<file path="src/rtl/divergent_scheduler_if.sv">
// rtl/divergent_scheduler_if.sv - scheduler-facing signal bundle for divergent_scheduler
// Purpose: groups the launch, decode, fetch, LSU and PC-unit inputs with the
//   core_state/current_pc/active_mask/diverged/done outputs of one block scheduler.
// Ports (slave view): in  start, thread_count, decoded_mem_read_enable,
//   decoded_mem_write_enable, decoded_ret, fetcher_state, lsu_state[T], next_pc[T];
//   out current_pc, active_mask, core_state, diverged, done,
//   divergence_count (only when DIVERGENCE_STATS_EN is defined).
interface divergent_scheduler_if #(
  parameter int THREADS_PER_BLOCK = 4,
  parameter int PC_WIDTH          = 8
);
  localparam int CW = $clog2(THREADS_PER_BLOCK) + 1;

  logic                                        start;
  logic [CW-1:0]                               thread_count;
  logic                                        decoded_mem_read_enable;
  logic                                        decoded_mem_write_enable;
  logic                                        decoded_ret;
  logic [2:0]                                  fetcher_state;
  logic [THREADS_PER_BLOCK-1:0][1:0]           lsu_state;
  logic [THREADS_PER_BLOCK-1:0][PC_WIDTH-1:0]  next_pc;
  logic [PC_WIDTH-1:0]                         current_pc;
  logic [THREADS_PER_BLOCK-1:0]                active_mask;
  logic [3:0]                                  core_state;
  logic                                        diverged;
  logic                                        done;
`ifdef DIVERGENCE_STATS_EN
  logic [15:0]                                 divergence_count;
`endif

  modport master (
`ifdef DIVERGENCE_STATS_EN
    input  divergence_count,
`endif
    output start, thread_count, decoded_mem_read_enable, decoded_mem_write_enable,
    output decoded_ret, fetcher_state, lsu_state, next_pc,
    input  current_pc, active_mask, core_state, diverged, done
  );

  modport slave (
`ifdef DIVERGENCE_STATS_EN
    output divergence_count,
`endif
    input  start, thread_count, decoded_mem_read_enable, decoded_mem_write_enable,
    input  decoded_ret, fetcher_state, lsu_state, next_pc,
    output current_pc, active_mask, core_state, diverged, done
  );
endinterface

</file>
<file path="src/rtl/divergent_scheduler.sv">
// rtl/divergent_scheduler.sv - per-block control-flow sequencer with per-thread PCs and min-PC reconvergence
// Purpose: keeps one PC per thread plus an active mask; threads on different
//   paths are run serially, lowest PC first, and rejoin when their PCs meet.
// Ports: clk (rising edge), reset (async, active low), bus (divergent_scheduler_if.slave).
// Optional: define DIVERGENCE_STATS_EN to add bus.divergence_count, a saturating
//   16-bit count of SELECT steps that issued only part of the live threads.
module divergent_scheduler #(
  parameter int THREADS_PER_BLOCK = 4,
  parameter int PC_WIDTH          = 8
) (
  input  logic                 clk,
  input  logic                 reset,
  divergent_scheduler_if.slave bus
);
  localparam int              T    = THREADS_PER_BLOCK;
  localparam int              CW   = $clog2(T) + 1;
  localparam logic [CW-1:0]   T_CW = CW'(T);

  typedef enum logic [3:0] {
    S_IDLE    = 4'd0,
    S_FETCH   = 4'd1,
    S_DECODE  = 4'd2,
    S_REQUEST = 4'd3,
    S_WAIT    = 4'd4,
    S_EXECUTE = 4'd5,
    S_UPDATE  = 4'd6,
    S_SELECT  = 4'd7,
    S_DONE    = 4'd8
  } state_t;

  state_t                          r_state;
  state_t                          w_state_next;
  logic [T-1:0][PC_WIDTH-1:0]      r_thread_pc;
  logic [T-1:0]                    r_thread_done;
  logic [PC_WIDTH-1:0]             r_current_pc;
  logic [T-1:0]                    r_active_mask;
  logic                            r_diverged;
  logic                            r_done;

  logic [CW-1:0]                   w_n;
  logic [T-1:0]                    w_live;
  logic                            w_lsu_busy;
  logic                            w_found;
  logic [PC_WIDTH-1:0]             w_min;
  logic [T-1:0]                    w_sel_mask;
  logic                            w_sel_div;
  logic                            w_unused_mem;

  // Memory-op decode flags are carried for observability only; stalls come from lsu_state.
  assign w_unused_mem = bus.decoded_mem_read_enable ^ bus.decoded_mem_write_enable;

  // Requested thread counts above T are clamped to T.
  assign w_n = (bus.thread_count > T_CW) ? T_CW : bus.thread_count;

  always_comb begin
    w_live = '0;
    for (int i = 0; i < T; i++) begin
      w_live[i] = (CW'(i) < w_n);
    end
  end

  // Only LSUs of threads issuing the current instruction can hold the pipeline.
  always_comb begin
    w_lsu_busy = 1'b0;
    for (int i = 0; i < T; i++) begin
      if (r_active_mask[i] && (bus.lsu_state[i] == 2'b01 || bus.lsu_state[i] == 2'b10)) begin
        w_lsu_busy = 1'b1;
      end
    end
  end

  // Min-PC selection. Non-live threads are marked done at launch, so thread_done
  // alone decides participation; w_found=0 means every live thread has returned.
  always_comb begin
    w_found    = 1'b0;
    w_min      = '0;
    w_sel_mask = '0;
    w_sel_div  = 1'b0;
    for (int i = 0; i < T; i++) begin
      if (!r_thread_done[i] && (!w_found || r_thread_pc[i] < w_min)) begin
        w_min   = r_thread_pc[i];
        w_found = 1'b1;
      end
    end
    for (int i = 0; i < T; i++) begin
      if (!r_thread_done[i]) begin
        if (r_thread_pc[i] == w_min) begin
          w_sel_mask[i] = 1'b1;
        end else begin
          w_sel_div = 1'b1;
        end
      end
    end
  end

  always_ff @(posedge clk or negedge reset) begin
    if (!reset) begin
      r_state <= S_IDLE;
    end else begin
      r_state <= w_state_next;
    end
  end

  always_comb begin
    w_state_next = r_state;
    case (r_state)
      S_IDLE:    if (bus.start) w_state_next = (w_n == '0) ? S_DONE : S_FETCH;
      S_FETCH:   if (bus.fetcher_state == 3'b010) w_state_next = S_DECODE;
      S_DECODE:  w_state_next = S_REQUEST;
      S_REQUEST: w_state_next = S_WAIT;
      S_WAIT:    if (!w_lsu_busy) w_state_next = S_EXECUTE;
      S_EXECUTE: w_state_next = S_UPDATE;
      S_UPDATE:  w_state_next = S_SELECT;
      S_SELECT:  w_state_next = w_found ? S_FETCH : S_DONE;
      S_DONE:    w_state_next = S_DONE;
      default:   w_state_next = S_IDLE;
    endcase
  end

  always_ff @(posedge clk or negedge reset) begin
    if (!reset) begin
      r_thread_pc   <= '0;
      r_thread_done <= '0;
      r_current_pc  <= '0;
      r_active_mask <= '0;
      r_diverged    <= 1'b0;
      r_done        <= 1'b0;
    end else begin
      case (r_state)
        S_IDLE: begin
          if (bus.start) begin
            r_thread_pc   <= '0;
            r_thread_done <= ~w_live;
            r_current_pc  <= '0;
            r_active_mask <= w_live;
            r_diverged    <= 1'b0;
            if (w_n == '0) r_done <= 1'b1;
          end
        end
        S_UPDATE: begin
          for (int i = 0; i < T; i++) begin
            if (r_active_mask[i]) begin
              if (bus.decoded_ret) begin
                r_thread_done[i] <= 1'b1;
              end else begin
                r_thread_pc[i] <= bus.next_pc[i];
              end
            end
          end
        end
        S_SELECT: begin
          if (!w_found) begin
            r_done        <= 1'b1;
            r_active_mask <= '0;
            r_diverged    <= 1'b0;
          end else begin
            r_current_pc  <= w_min;
            r_active_mask <= w_sel_mask;
            r_diverged    <= w_sel_div;
          end
        end
        default: ;
      endcase
    end
  end

`ifdef DIVERGENCE_STATS_EN
  logic [15:0] r_div_count;

  // Partial issue is exactly the case where some non-done thread sits above the min PC.
  always_ff @(posedge clk or negedge reset) begin
    if (!reset) begin
      r_div_count <= '0;
    end else if (r_state == S_SELECT && w_found && w_sel_div && r_div_count != 16'hFFFF) begin
      r_div_count <= r_div_count + 16'd1;
    end
  end

  assign bus.divergence_count = r_div_count;
`endif

  assign bus.current_pc  = r_current_pc;
  assign bus.active_mask = r_active_mask;
  assign bus.core_state  = r_state;
  assign bus.diverged    = r_diverged;
  assign bus.done        = r_done;
endmodule

</file>
<file path="src/flat_wrapper.sv">
// flat-port wrapper written by rule: the top's interface ports become plain ports
module divergent_scheduler_flat 
#(
  parameter int THREADS_PER_BLOCK = 4,
  parameter int PC_WIDTH          = 8
)
  (clk, reset, bus_start, bus_thread_count, bus_decoded_mem_read_enable, bus_decoded_mem_write_enable, bus_decoded_ret, bus_fetcher_state, bus_lsu_state, bus_next_pc, bus_current_pc, bus_active_mask, bus_core_state, bus_diverged, bus_done);
  divergent_scheduler_if #(.THREADS_PER_BLOCK(THREADS_PER_BLOCK), .PC_WIDTH(PC_WIDTH)) bus_i ();
  input  logic clk;
  input  logic reset;
  input wire logic [$bits(bus_i.start)-1:0] bus_start;
  input wire logic [$bits(bus_i.thread_count)-1:0] bus_thread_count;
  input wire logic [$bits(bus_i.decoded_mem_read_enable)-1:0] bus_decoded_mem_read_enable;
  input wire logic [$bits(bus_i.decoded_mem_write_enable)-1:0] bus_decoded_mem_write_enable;
  input wire logic [$bits(bus_i.decoded_ret)-1:0] bus_decoded_ret;
  input wire logic [$bits(bus_i.fetcher_state)-1:0] bus_fetcher_state;
  input wire logic [$bits(bus_i.lsu_state)-1:0] bus_lsu_state;
  input wire logic [$bits(bus_i.next_pc)-1:0] bus_next_pc;
  output wire logic [$bits(bus_i.current_pc)-1:0] bus_current_pc;
  output wire logic [$bits(bus_i.active_mask)-1:0] bus_active_mask;
  output wire logic [$bits(bus_i.core_state)-1:0] bus_core_state;
  output wire logic [$bits(bus_i.diverged)-1:0] bus_diverged;
  output wire logic [$bits(bus_i.done)-1:0] bus_done;
  assign bus_i.start = bus_start;
  assign bus_i.thread_count = bus_thread_count;
  assign bus_i.decoded_mem_read_enable = bus_decoded_mem_read_enable;
  assign bus_i.decoded_mem_write_enable = bus_decoded_mem_write_enable;
  assign bus_i.decoded_ret = bus_decoded_ret;
  assign bus_i.fetcher_state = bus_fetcher_state;
  assign bus_i.lsu_state = bus_lsu_state;
  assign bus_i.next_pc = bus_next_pc;
  assign bus_current_pc = bus_i.current_pc;
  assign bus_active_mask = bus_i.active_mask;
  assign bus_core_state = bus_i.core_state;
  assign bus_diverged = bus_i.diverged;
  assign bus_done = bus_i.done;
  divergent_scheduler #(.THREADS_PER_BLOCK(THREADS_PER_BLOCK), .PC_WIDTH(PC_WIDTH)) u_core (.clk(clk), .reset(reset), .bus(bus_i));
endmodule
</file>
<file path="config.mk">
export PLATFORM = sky130hd
export DESIGN_NAME = divergent_scheduler_flat
export DESIGN_NICKNAME = d
export VERILOG_FILES = /design/src/rtl/divergent_scheduler_if.sv /design/src/rtl/divergent_scheduler.sv /design/src/flat_wrapper.sv
export SDC_FILE = /design/constraint.sdc
export NUM_CORES = 1
export LEC_CHECK = 0
export CORE_UTILIZATION = 40
export CTS_CLUSTER_SIZE = 14
export DETAILED_ROUTE_END_ITERATION = 10
export PLACE_DENSITY = 0.66
export SYNTH_ARGS = -nofsm -noshare
export SYNTH_HDL_FRONTEND = slang
export SYNTH_SLANG_ARGS = --single-unit
export TNS_END_PERCENT = 50
</file>
<file path="constraint.sdc">
create_clock -name clk -period 14.2 [get_ports clk]
set_clock_uncertainty 0.15 [all_clocks]
set_input_delay 2.13 -clock clk [delete_from_list [all_inputs] [get_ports clk]]
set_output_delay 2.13 -clock clk [all_outputs]
set_load 0.01 [all_outputs]
</file>
== Word-level counts from Yosys, hierarchy flattened ==
Cells that the tools add are included.
W data, S select, Z words.
Storage, ports and cells
  register bits after elaboration: 54
  bits in latches: 0
  memory bits (writable): 0
  ROM bits: 0
  bits of input ports: 52
  output and inout port bits: 18
  logic and storage cells: 155
  memories kept: 0
Operators by class
  $add $sub $neg: 0
  multiply operators: 0
  divide/modulo/power cells: 0
  $lt $le $gt $ge: 8
  equal/unequal tests: 33
  shift operators: 0
  muxes and demuxes: 65
  bitwise operators: 1
  reductions and logical operators: 35
Operator list (number)
  $mux W8: 14
  $pmux W32 S2: 1
  $pmux W4 S9: 1
  $reduce_and A4 Y1: 9
  $mux W1: 34
  $eq A8 B8 Y1: 4
  $mux W32: 1
  $mux W4: 8
  $lt A8 B8 Y1: 3
  $eq A4 B3 Y1 const B: 4
  $pmux W4 S2: 2
  $pmux W8 S2: 1
  $ne A2 B1 Y1 const B: 7
  $ne A2 B2 Y1 const B: 5
  $eq A2 B1 Y1 const B: 4
  $eq A2 B2 Y1 const B: 4
  $eq A4 B2 Y1 const B: 2
  $logic_and A1 B1 Y1: 7
  $logic_or A1 B1 Y1: 7
  $lt A1 B3 Y1 const A: 2
  $lt A2 B3 Y1 const A: 2
  $reduce_and A3 Y1: 2
  $logic_not A1 Y1: 5
  $eq A4 B1 Y1 const B: 1
  10 further kinds: 12

== Logic depth before layout (Yosys ltp) ==
Gate-level depths: netlist of run 1.
  depth after elaboration: 24
  mapped depth: 31
  depth with buffers taken out: 27

== Worst setup path after synthesis of run 1 ==
Ideal clock, no wire load.
  path type: flip-flop to flip-flop
  from: reg u_core.r_thread_done[0]
  to: reg u_core.r_diverged (netlist: u_core.bus.diverged)
  library setup time: 0.135 ns
  arrival time: 6.206 ns
  required time: 13.915 ns
  path slack: 7.709 ns
  cell stages (with the launch flop): 31
  buffers on the path: 3
  clock period less this slack: 6.491 ns
  cell sequence: dfrtp_1 buf_4 inv_1 nand2_1 ha_1 o211ai_1 o21a_2 o211ai_4 nand2_1 a21boi_0 ha_1 o21ai_0 o21ai_1 and2b_1 a2111o_1 o21ai_2 buf_6 mux2_4 ha_1 a211oi_1 o21ai_0 o2bb2ai_1 nand2b_1 a211o_4 and2_4 buf_6 a31o_1 a222oi_1 nand4_1 a211oi_1 a32oi_1
Between the ends
  cells in the longest elaborated chain, start to end: 24
  elaborated cells on any way between the ends: 33
  classes of those cells: order compare: 3; eq/ne: 4; mux: 18; reduce/logical: 8
Ends and longest elaborated chain
  from (decl): RTL line divergent_scheduler.sv:34  | logic [T-1:0] r_thread_done;
  from (signal assigned): RTL line divergent_scheduler.sv:133  | r_thread_done <= ~w_live;
  $mux W8: RTL line divergent_scheduler.sv:80  | if (!r_thread_done[i] && (!w_found || r_thread_pc[i] < w_min)) begin
  $lt A8 B8 Y1: RTL line divergent_scheduler.sv:80
  $logic_or A1 B1 Y1: RTL line divergent_scheduler.sv:80
  $logic_and A1 B1 Y1: RTL line divergent_scheduler.sv:80
  $mux W8 or $mux W1 (tied branches): RTL line divergent_scheduler.sv:80
  $lt A8 B8 Y1 or $logic_not A1 Y1 (tied branches): RTL line divergent_scheduler.sv:80
  $logic_or A1 B1 Y1: RTL line divergent_scheduler.sv:80
  $logic_and A1 B1 Y1: RTL line divergent_scheduler.sv:80
  [... 8 more ...]
  $mux W1: RTL line divergent_scheduler.sv:87  | if (r_thread_pc[i] == w_min) begin
  $mux W1: RTL line divergent_scheduler.sv:86  | if (!r_thread_done[i]) begin
  $mux W1: RTL line divergent_scheduler.sv:87
  $mux W1: RTL line divergent_scheduler.sv:86
  $mux W1: RTL line divergent_scheduler.sv:87
  $mux W1: RTL line divergent_scheduler.sv:86
  $mux W1 *: RTL line divergent_scheduler.sv:152  | if (!w_found) begin
  $pmux W1 S2 *: RTL line divergent_scheduler.sv:129  | case (r_state)
  to (signal assigned): RTL line divergent_scheduler.sv:159  | r_diverged <= w_sel_div;
  to (decl): RTL line divergent_scheduler.sv:37  | logic r_diverged;
Mark *: on every way between the ends. The rest lies on a longest branch, timed or not.
A chain may end at the register's enable or synchronous reset.

== Worst setup path in the final report of run 1 ==
Same ends and word-level chain as after synthesis.

==> results of run 1 <==
-- per-stage QoR --
step           instance area [um^2]  instances  hold slack [ns]  util (%)  worst slack, ns
2_1_floorplan                  4250        507            0.356         -             7.71
3_3_place_gp                   4950        686            0.320      47.9             6.16
3_5_place_dp                   4950        686            0.327      47.9             6.10
4_1_cts                        5070        694            0.353      49.1             6.04
5_1_grt                        5070        694            0.374      49.1             5.46
6_report                       5070        694            0.349      49.1             5.96
-- registers in the layout, indices dropped and copies added, names as in the netlist --
signal and cells:
u_core.bus.active_mask 4, u_core.bus.core_state 4, u_core.r_thread_done 4, u_core.r_thread_pc 32, u_core.bus.done 1, u_core.bus.diverged 1
u_core.bus.current_pc 8
-- synthesized netlist by cell type, types with 4 or more instances --
master and count:
a21oi_1 30, a211oi_1 6, o221ai_1 5, dfrtp_1 54, xnor2_1 16, nor2_1 24, inv_1 19, xor2_1 23
nand3_1 22, clkbuf_1 18, mux2i_1 4, o211ai_1 6, nand2_1 86, mux2_4 5, and2_1 4, o21ai_0 57
a31oi_1 6, nand4_1 10, nor3_1 6, ha_1 21
-- final cells by class --
class	instances	area (um^2)
flip-flops and latches	54	1350
clock buffers	6	82.6
clock inverters	2	38.8
repair buffers	70	688
fillers	1013	5250
multi-input cells	407	2670
well taps	136	170
inverters	19	71.3
-- critical path, cell delays in order, from the launching register on --
cell and delay (ns):
dfrtp_1 0.56, nor2b_1 0.32, inv_1 0.11, ha_1 0.31, o211ai_1 0.09, o21a_2 0.25, o211ai_4 0.29, nand2_1 0.16
a21boi_0 0.53, ha_1 0.28, o21ai_0 0.09, o21ai_1 0.21, and2b_1 0.21, a2111o_1 0.31, o21ai_2 0.80, mux2_2 0.49
ha_1 0.33, a21oi_1 0.15, a21oi_1 0.08, o2bb2ai_1 0.35, nand2b_1 0.12, a211o_4 0.36, nand2_1 0.61, nand2_1 0.16
o21a_1 0.18, o2111a_1 0.26, a31o_1 0.20, a32oi_1 0.19
-- layer usage --
| layer | global-route usage (%) | up-vias |
|---|---|---|
| met5 | 0 | - |
| met4 | 5.63 | 0 |
| met3 | 3.24 | 17 |
| met2 | 40.1 | 122 |
| met1 | 30.0 | 1851 |
| li1 | - | 1937 |
-- final timing paths --
kind	slack, ns	startpoint	to	depth (start not counted)
max	5.96	u_core.r_thread_done[0]$_DFFE_PN0P_	u_core.bus.diverged$_DFFE_PN0P_	27
min	0.35	u_core.bus.done$_DFFE_PN0P_	u_core.bus.done$_DFFE_PN0P_	2
max reg2reg	5.96	u_core.r_thread_done[0]$_DFFE_PN0P_	u_core.bus.diverged$_DFFE_PN0P_	27
min reg2reg	0.35	u_core.bus.done$_DFFE_PN0P_	u_core.bus.done$_DFFE_PN0P_	2
max in group asynchronous	11.63	reset	u_core.r_thread_pc[23]$_DFFE_PN0P_	2
min in group asynchronous	1.76	reset	u_core.bus.core_state[1]$_DFFE_PN0P_	2
-- logic make-up after synthesis --
family | count (synthesis) | share of synthesized area [%]
AOI/OAI and AO/OA | 160 | 25.9
and+or+nand+nor | 176 | 19.2
xor gates and xnor gates | 39 | 8.04
muxes | 11 | 3.30
DFF | 54 | 31.8
adders and majority gates | 21 | 6.18
buffers and inverters | 46 | 5.53
==> impl_metrics.ini, run 1 <==
[min_path]
hold_class = reg2reg

[layout]
layout.nets = 630
area_growth_pct = 19.3
final_common_cell = nand2_1
layout_common_cells = nand2_1 (86), clkdlybuf4s50_1 (66), o21ai_0 (57)
insertedDiodeCount = 0
drive_above_1_share_pct = 7.17

[clock_tree]
cts_root_buffer = clkbuf_8
cts_sinks = 54
cts_tree = done
cts_setup_buffers = 0
hold_buffers = 0
insertion_delay_ns = 0.32
cts.htree.levels = 2
cts_buffers = 5
ctsResizeCount = 0
clk_pin_slew_worst_paths_ns = 0.11
cts_buffer_depth = 2

[global_routing]
grt_pass1_vias = 3685
grt_max_degree = 55
groute.usage.overall_pct = 23.0
overflow = 0
grt_pass1_wl_um = 19800
antenna_found_initial = 0

[synthesis]
synthFlopType = dfrtp_1
synth_edf_count = 0
ys_ff_latch = 54
syn_area_um2 = 4250
yosys_warnings = 0
syn_inst = 507
ys_seq_area_share_pct = 31.8
postSynthAreaPerCell_um2 = 8.38
ys_types = 78
synthArstFlopShare_pct = 100
yosysTopAreaCellShare_pct = 31.8
synth_fp_nets = 580
synthTopCellsByArea = dfrtp_1 (32%), nand2_1 (7.6%), o21ai_0 (6.7%)
yosysTopAreaCell = dfrtp_1

[worst_setup_path]
crit_path_max_fanout = 22
cp-end-kind = flip-flop
critPathRequiredTime_ns = 14.29
worstPathArrival_ns = 8.33
critPathLaunchType = flip-flop
crit_type = reg2reg

[sta]
rsz0062_at_grt = false
fin_crit_ns = 8.24
report.final.slew_viol_count = 0
setup_viol = 0
tns_ns = 0
hold_viol = 0
worstMarginPinSlew_ns = 1.09
slew_headroom_pct = 27.1
period_share_pct = 58.0
fmax_mhz = 121

[die]
rows = 37
core_area_um2 = 10300
dieHeight_um = 105
io-pin-count = 70
dieWidth_um = 105
start_util_pct = 41.2
dieArea_um2 = 11000

[status]
status = complete, no violations

[routing]
dr_wl_met3_um = 649
wl_met1_um = 5480
drt_iter0_drc = 259
highest_layer = met4
wl_met2_um = 5980
vias = 3927
route.detailed.drc = 0
wirelength_um = 12300
ant_nets = 0
viasPerCell = 5.66
wire_per_inst_um = 17.7
dr.pass1.iters = 5

[place]
gp_congestion = 0.881
dpl.hpwl_um = 9160
port_buffers = 67

[run]
maxCapViolations = 0
Power of run 1 is left out: the tool's default activity adds up to more than one toggle a clock period on the data nets, which glitch-free logic cannot reach.
==> run 2: changes to the inputs <==
--- a/config.mk
+++ b/config.mk
@@ -8,7 +8,7 @@
 export CORE_UTILIZATION = 40
 export CTS_CLUSTER_SIZE = 14
 export DETAILED_ROUTE_END_ITERATION = 10
-export PLACE_DENSITY = 0.66
+export PLACE_DENSITY = 0.68
 export SYNTH_ARGS = -nofsm -noshare
 export SYNTH_HDL_FRONTEND = slang
 export SYNTH_SLANG_ARGS = --single-unit
==> constraint.sdc (replaced) <==
create_clock -name clk -period 7.5 [get_ports clk]
set_clock_uncertainty 0.15 [all_clocks]
set_input_delay 1.125 -clock clk [delete_from_list [all_inputs] [get_ports clk]]
set_output_delay 1.125 -clock clk [all_outputs]
set_load 0.01 [all_outputs]
==> run 2 against run 1 <==
Register-to-register slack got worse by 5.5 ns; flip-flop and latch count unchanged; count of clock-buffer cells in the layout decreased by 1; sequential share of layout area down 1.1 points; wire length fell by 2.2%; via count increased by 2.4%; maximum frequency increased by 17%; first-iteration DRC count shrank 25%; non-clock buffer count is 32 higher; global-route usage down 0.28 points; utilization rose by 2.2 points; final cell count is 4.6% higher; critical endpoint unchanged.
==> impl_metrics.ini, run 2 (synthesis gave the netlist of run 1 again) <==
[die]
core_area_um2 = 10300
dieHeight_um = 105
io-pin-count = 70
start_util_pct = 41.2
rows = 37
dieArea_um2 = 11000
dieWidth_um = 105

[worst_setup_path]
crit_family = compound AO/OA/AOI/OAI gates
crit_type = reg2reg
crit_path_max_fanout = 7
critPathLaunchType = flip-flop
cp-end-kind = flip-flop
worstPathArrival_ns = 7.09
slowest_delay_ns = 0.47
critPathBufInv = 4
crit_slowest_cell = dfrtp_1
critPathRequiredTime_ns = 7.55

[routing]
wirelength_um = 12000
route.detailed.drc = 0
viasPerCell = 5.54
wl_met2_um = 5700
dr_wl_met3_um = 624
highest_layer = met4
dr.pass1.iters = 4
vias = 4021
wire_per_inst_um = 16.6
ant_nets = 0
wl_met1_um = 5470
drt_iter0_drc = 193

[sta]
fmax_mhz = 142
worstMarginPinSlew_ns = 1.05
report.final.slew_viol_count = 0
tns_ns = 0
period_share_pct = 94.0
slew_headroom_pct = 29.9
fin_crit_ns = 7.05
setup_viol = 0
hold_viol = 0
hold_slack_ns = 0.345
rsz0062_at_grt = false

[clock_tree]
ctsResizeCount = 0
insertion_delay_ns = 0.32
cts.htree.levels = 2
cts_sinks = 54
cts_tree = done
hold_buffers = 0
clk_pin_slew_worst_paths_ns = 0.11
cts_buffer_depth = 2
cts_root_buffer = clkbuf_8
cts_setup_buffers = 0
cts_buffers = 5

[layout]
final_common_cell = nand2_1
largest_register_ffs = 32
regMostFlops = u_core.r_thread_pc
stdcell_area_um2 = 5300
layout.nets = 662
insertedDiodeCount = 0
layout_common_cells = nand2_1 (86), clkdlybuf4s50_1 (66), o21ai_0 (57)
drive_above_1_share_pct = 12.2
area_growth_pct = 24.6

[global_routing]
overflow = 0
antenna_found_initial = 0
grt_pass1_vias = 3943
grt_pass1_wl_um = 19900
grt_max_degree = 55
groute.usage.overall_pct = 22.7

[min_path]
hold_class = reg2reg

[run]
maxCapViolations = 0

[status]
status = complete, no violations

[place]
gp_congestion = 0.916
post_dp_cell_area_um2 = 5190
port_buffers = 67
dpl.hpwl_um = 9320
## run 2: cell types whose count changed in the layout (fill, tap and decap cells not counted)
cell / change
buf_4: +32
clkinv_4: +2
bufinv_16: -1
clkbuf_8: -1
inv_6: -1
inv_8: +1
o21ai_2: -1
o21ai_4: +1
## run 2: path summary, 6_finish.rpt
check / depth (start not counted) / slack [ns] / endpoint / start
min in group asynchronous: 2 / 0.76 / u_core.bus.active_mask[3]$_DFFE_PN0P_ / reset
worst min register to register: 2 / 0.34 / u_core.bus.done$_DFFE_PN0P_ / u_core.bus.done$_DFFE_PN0P_
worst min-delay path: 2 / 0.34 / u_core.bus.done$_DFFE_PN0P_ / u_core.bus.done$_DFFE_PN0P_
max in group asynchronous: 2 / 5.99 / u_core.r_thread_pc[5]$_DFFE_PN0P_ / reset
worst max-delay path: 30 / 0.45 / u_core.bus.diverged$_DFFE_PN0P_ / u_core.r_thread_done[0]$_DFFE_PN0P_
worst max register to register: 30 / 0.45 / u_core.bus.diverged$_DFFE_PN0P_ / u_core.r_thread_done[0]$_DFFE_PN0P_
## run 2: tightest hold or removal path, stage by stage (launching register included)
cell	delay (ns)
dfrtp_1	0.37
a21oi_1	0.04
o21ai_0	0.06
## run 2: stage by stage
stage	cells	setup slack, ns	util (%)
global placement	718	0.461	50.3
global route	726	0.0890	51.3
finish	726	0.453	51.3
detailed placement	718	0.471	50.3
floorplan	507	1.01	-
CTS	726	0.434	51.2
## run 2: routing by layer
metal	vias up	track usage, %
met3	22	3.24
met1	1883	29.6
met4	0	7.04
li1	1996	-
met2	120	38.9
met5	-	0
## run 2: final cells by class
type                            instances  area, um^2
Clock buffer                            5        68.8
Multi-Input combinational cell        407        2680
Sequential cell                        54        1350
Timing Repair Buffer                  102         928
Clock inverter                          3        28.8
Fill cell                             997        5030
Tap cell                              136         170
Inverter                               19        71.3
Power of run 2 is left out for the same reason.
==> run 3: changes to the inputs <==
--- a/config.mk
+++ b/config.mk
@@ -5,6 +5,7 @@
 export SDC_FILE = /design/constraint.sdc
 export NUM_CORES = 1
 export LEC_CHECK = 0
+export CAP_MARGIN = 20
 export CORE_UTILIZATION = 40
 export CTS_CLUSTER_SIZE = 14
 export DETAILED_ROUTE_END_ITERATION = 10
==> run 3 against run 2 <==
Global-route usage is the same; wire length is essentially flat; setup slack gained 0.019 ns; non-clock buffer count grew 1; first-iteration DRC count grew 18%; flip-flop and latch count is the same; register-to-register slack gained 0.02 ns; die area is the same; design area grew 0.14%; via count shrank 0.15%.
==> impl_metrics.ini, run 3 (synthesis gave the netlist of run 1 again) <==
[sta]
period_share_pct = 93.7
slew_headroom_pct = 30.9
fmax_mhz = 142
hold_viol = 0
report.final.slew_viol_count = 0
worstMarginPinSlew_ns = 1.04
rsz0062_at_grt = false
setup_viol = 0
fin_crit_ns = 7.03
tns_ns = 0

[global_routing]
overflow = 0
antenna_found_initial = 0
grt_pass1_wl_um = 19900
groute.usage.overall_pct = 22.7
grt_max_degree = 55
grt_pass1_vias = 3943

[worst_setup_path]
cp-endpoint = u_core.bus.diverged$_DFFE_PN0P_
critPathRequiredTime_ns = 7.55
worstReg2RegEnd = u_core.bus.diverged$_DFFE_PN0P_
crit_slowest_cell = dfrtp_1
crit_type = reg2reg
cp-end-kind = flip-flop
startpoint = u_core.r_thread_done[0]$_DFFE_PN0P_
critPathLaunchType = flip-flop
worstPathArrival_ns = 7.07
regToRegSetupSlack_ns = 0.47
crit_path_max_fanout = 7
slowest_delay_ns = 0.47
r2r_start = u_core.r_thread_done[0]$_DFFE_PN0P_
reg2reg_depth = 30

[layout]
layout_common_cells = nand2_1 (86), clkdlybuf4s50_1 (66), o21ai_0 (57)
area_growth_pct = 24.8
final_common_cell = nand2_1
seq_area_um2 = 1350
drive_above_1_share_pct = 12.4
regMostFlops = u_core.r_thread_pc
insertedDiodeCount = 0
num-fill-cells = 998
multiInputGateArea_um2 = 2680
layout.nets = 663
largest_register_ffs = 32

[clock_tree]
clk_pin_slew_worst_paths_ns = 0.11
cts_buffers = 5
cts_sinks = 54
cts.htree.levels = 2
insertion_delay_ns = 0.32
cts_buffer_depth = 2
cts_root_buffer = clkbuf_8
cts_tree = done

[routing]
highest_layer = met4
viasPerCell = 5.52
vias = 4015
wl_met2_um = 5710
ant_nets = 0
wirelength_um = 12000
wire_per_inst_um = 16.5
dr.pass1.iters = 4
wl_met1_um = 5460
drt_iter0_drc = 228
route.detailed.drc = 0
dr_wl_met3_um = 613

[die]
io-pin-count = 70
dieHeight_um = 105
core_area_um2 = 10300
dieArea_um2 = 11000
dieWidth_um = 105
start_util_pct = 41.2
rows = 37

[status]
status = complete, no violations

[place]
port_buffers = 67
gp_congestion = 0.916
dpl.hpwl_um = 9320

[run]
maxCapViolations = 0

[min_path]
hold_class = reg2reg
run 3: how the worst min path moves through the flow:
stage                                       startpoint                                  to  depth (start not counted)
floorplan           u_core.r_thread_pc[16]$_DFFE_PN0P_  u_core.r_thread_pc[16]$_DFFE_PN0P_                          2
CTS                        u_core.bus.done$_DFFE_PN0P_         u_core.bus.done$_DFFE_PN0P_                          2
global route               u_core.bus.done$_DFFE_PN0P_         u_core.bus.done$_DFFE_PN0P_                          2
finish                     u_core.bus.done$_DFFE_PN0P_         u_core.bus.done$_DFFE_PN0P_                          2
detailed placement         u_core.bus.done$_DFFE_PN0P_         u_core.bus.done$_DFFE_PN0P_                          2
global placement           u_core.bus.done$_DFFE_PN0P_         u_core.bus.done$_DFFE_PN0P_                          2
run 3: timing repair:
| item | 4_1_cts | 5_1_grt |
|---|---|---|
| setup buffers | 0 | 0 |
| resized for setup | 0 | 1 |
| endpoints found under the setup margin | 0 | 1 |
| hold buffers | 0 | 0 |
run 3: layer usage:
metal | track usage [%] | vias to the layer above
met3 | 3.24 | 26
li1 | - | 1997
met1 | 29.6 | 1877
met5 | 0 | -
met2 | 38.9 | 115
met4 | 7.04 | 0
run 3: area by class of cell:
class | count | share of cell area [%]
inverters | 19 | 1.34
repair buffers | 103 | 17.6
flip-flops and latches | 54 | 25.5
well taps | 136 | 3.21
clock buffers | 5 | 1.30
clock inverters | 3 | 0.543
multi-input cells | 407 | 50.5
run 3: worst max-delay path, delay by kind of cell, from the launching register on:
kind | cells | cell delay (ns)
compound gates | 13 | 2.67
fa+ha+maj | 3 | 0.85
buf+inv | 4 | 0.62
flops | 1 | 0.47
mux | 3 | 0.93
simple gates | 7 | 1.23
run 3: through the flow:
| stage | worst slack (ns) | util, % | cells | instance area [um^2] | hold WS [ns] |
|---|---|---|---|---|---|
| after floorplan | 1.01 | - | 507 | 4250 | 0.356 |
| after global placement | 0.461 | 50.3 | 718 | 5190 | 0.313 |
| after detailed placement | 0.471 | 50.3 | 718 | 5190 | 0.322 |
| after CTS | 0.434 | 51.2 | 726 | 5290 | 0.351 |
| after global routing | 0.0890 | 51.4 | 727 | 5300 | 0.380 |
| final | 0.472 | 51.4 | 727 | 5300 | 0.345 |
Power of run 3 is left out for the same reason.
==> patch, RTL diff (settings of run 3) <==
`PC_WIDTH` is set to 8 in 3 places; all go to 7.
--- a/src/rtl/divergent_scheduler_if.sv
+++ b/src/rtl/divergent_scheduler_if.sv
@@ -7,7 +7,7 @@
 //   divergence_count (only when DIVERGENCE_STATS_EN is defined).
 interface divergent_scheduler_if #(
   parameter int THREADS_PER_BLOCK = 4,
-  parameter int PC_WIDTH          = 8
+  parameter int PC_WIDTH          = 7
 );
   localparam int CW = $clog2(THREADS_PER_BLOCK) + 1;
 
--- a/src/rtl/divergent_scheduler.sv
+++ b/src/rtl/divergent_scheduler.sv
@@ -6,7 +6,7 @@
 //   16-bit count of SELECT steps that issued only part of the live threads.
 module divergent_scheduler #(
   parameter int THREADS_PER_BLOCK = 4,
-  parameter int PC_WIDTH          = 8
+  parameter int PC_WIDTH          = 7
 ) (
   input  logic                 clk,
   input  logic                 reset,
--- a/src/flat_wrapper.sv
+++ b/src/flat_wrapper.sv
@@ -2,7 +2,7 @@
 module divergent_scheduler_flat 
 #(
   parameter int THREADS_PER_BLOCK = 4,
-  parameter int PC_WIDTH          = 8
+  parameter int PC_WIDTH          = 7
 )
   (clk, reset, bus_start, bus_thread_count, bus_decoded_mem_read_enable, bus_decoded_mem_write_enable, bus_decoded_ret, bus_fetcher_state, bus_lsu_state, bus_next_pc, bus_current_pc, bus_active_mask, bus_core_state, bus_diverged, bus_done);
   divergent_scheduler_if #(.THREADS_PER_BLOCK(THREADS_PER_BLOCK), .PC_WIDTH(PC_WIDTH)) bus_i ();
Interface: changed (resized bus_current_pc and bus_next_pc); port bits go from 70 to 65. No check against the original RTL was run, so the function may have changed too.
==> patch against run 3 <==
- sequential cell count decreased by 5
- non-clock buffer count decreased by 22
- critical endpoint unchanged
- routed wire length decreased by 22%
- cell area decreased by 15%
- count of clock-buffer cells in the layout unchanged
- area after synthesis decreased by 15%
- worst setup slack got worse by 78 ps
- highest routed layer unchanged
Power is left out: the tool's default activity adds up to more than one toggle a clock period on the data nets, which glitch-free logic cannot reach.
==> patch: results (changes against run 3) <==
Global Route met1 Usage 27.3% (-2.3 points); # port buffers 62 (-7.5%); Top reg by flops u_core.r_thread_pc; Tmin final 7110 ps (+77.6 ps); gpl congestion 0.905 (-1.3%); layout cells sized above 1 12.8% (+0.44 points); DRT Wirelength 9390 µm (-22%); asr flop ratio synth 100% (unchanged); met2 usage 33.0% (-5.9 points); yosys warns 0 (unchanged); vias in the first global route 3118 (-21%); setup TNS 0 ps (unchanged); Final nets 543 (-18%); area leader, netlist dfrtp_1; status completed; Final setup viols 0 (unchanged); Worst Tran Pin Value 763 ps (-274 ps); sequential area share after synthesis 34.1% (+2.3 points); Cell variety after synth 67 (-14%); Post-Syn Nets 472 (-19%); max reg flops 28 (-13%); Crit path arrival time 7150 ps (+80 ps); # H-tree levels 2 (unchanged); Pins Over Slew Limit 0 (unchanged); CP max stage delay 520 ps (+50 ps); Slowest cell on crit path or4_1; CTS buffer count 5 (unchanged); antenna violations before repair 0 (unchanged); clock-pin slew on the worst setup and hold paths 100 ps; first-pass GRT wire length 15400 µm (-22%); largest net degree at the start of global routing 50 (-9.1%); Clk Latency, worst-skew pair 320 ps (about the same); top cells by count, synth 49 x dfrtp_1, 42 x o21ai_0, 37 x inv_1; GRT Util Overall 20.6% (-2.2 points); clock root cell clkbuf_8; Pre-antenna DRT Iters 4 (unchanged); met3 Usage GRT 3.47% (+0.22 points); crit path max fanout 13 (+6); Via density 5.52 (about the same); DP HPWL 7310 µm (-22%); total gr overflow 0 (unchanged); 1st-iter DRT viols 179 (-21%); Inserted Diodes 0 (unchanged); leading post-synthesis cells by cell area dfrtp_1 34%, ha_1 6.3%, o21ai_0 5.8%; Max Root-Sink Buffers 2 (unchanged); Tightest Hold Check Type reg -> reg
-- patch: metrics by stage --
step	setup slack, ps	hold WS [ps]	area, µm²	cells	util [%]
2_1_floorplan	795	366	3590	406	-
3_3_place_gp	306	322	4400	577	50.4
3_5_place_dp	140	326	4400	577	50.4
4_1_cts	107	349	4480	584	51.4
5_1_grt	13.9	368	4530	585	52.0
6_report	394	348	4530	585	52.0
-- patch: area by class of cell --
type                       instances  area (µm²)
sequential                        49        1230
timing repair buffer              81         771
multi-input combinational        303        2170
clock buffer                       5        68.8
inverter                          37         139
fill                             824        4190
tap                              108         135
clock inverter                     2        16.3
-- patch: worst max-delay path, delay by kind of cell, from the launching register on --
family	cells	cell delay, ps
AND/OR/NAND/NOR	8	1990
multiplexers	2	740
flip-flops	1	500
buffers and inverters	1	180
XOR/XNOR	1	160
AO/OA/AOI/OAI	11	2300
adder cells (fa/ha/maj)	3	930
-- patch: cell families (layout without fill, tap and decap cells) --
logic type | count (synthesis) | after routing | share of synthesized area [%]
DFF | 49 | 49 | 34.1
adders and majority gates | 18 | 18 | 6.27
muxes | 9 | 9 | 3.03
AOI/OAI and AO/OA | 111 | 111 | 22.4
buffers and inverters | 54 | 125 | 6.20
xor gates and xnor gates | 36 | 36 | 8.77
and+or+nand+nor | 129 | 129 | 19.2
-- patch: routing by layer --
metal | routed length, µm | share of wire (%)
met1 | 4280 | 46
met4 | 218 | 2.3
met2 | 4410 | 47
met5 | 0 | 0
met3 | 477 | 5.1
-- patch: final timing paths --
| path | to | from | cells after the start | slack [ps] |
|---|---|---|---|---|
| max | u_core.bus.diverged$_DFFE_PN0P_ | u_core.r_thread_done[0]$_DFFE_PN0P_ | 26 | 390 |
| min | u_core.bus.current_pc[6]$_DFFE_PN0P_ | u_core.bus.current_pc[6]$_DFFE_PN0P_ | 2 | 350 |
| max reg2reg | u_core.bus.diverged$_DFFE_PN0P_ | u_core.r_thread_done[0]$_DFFE_PN0P_ | 26 | 390 |
| min reg2reg | u_core.bus.current_pc[6]$_DFFE_PN0P_ | u_core.bus.current_pc[6]$_DFFE_PN0P_ | 2 | 350 |
| max in group asynchronous | u_core.r_thread_done[0]$_DFFE_PN0P_ | reset | 2 | 6100 |
| min in group asynchronous | u_core.r_thread_pc[6]$_DFFE_PN0P_ | reset | 1 | 590 |
-- patch: what timing repair did --
item                                    4_1_cts  5_1_grt
setup buffers                                 0        0
hold buffers                                  0        0
hold endpoints to repair                      0        0
resized for setup                             0        7
endpoints found under the setup margin        0        1
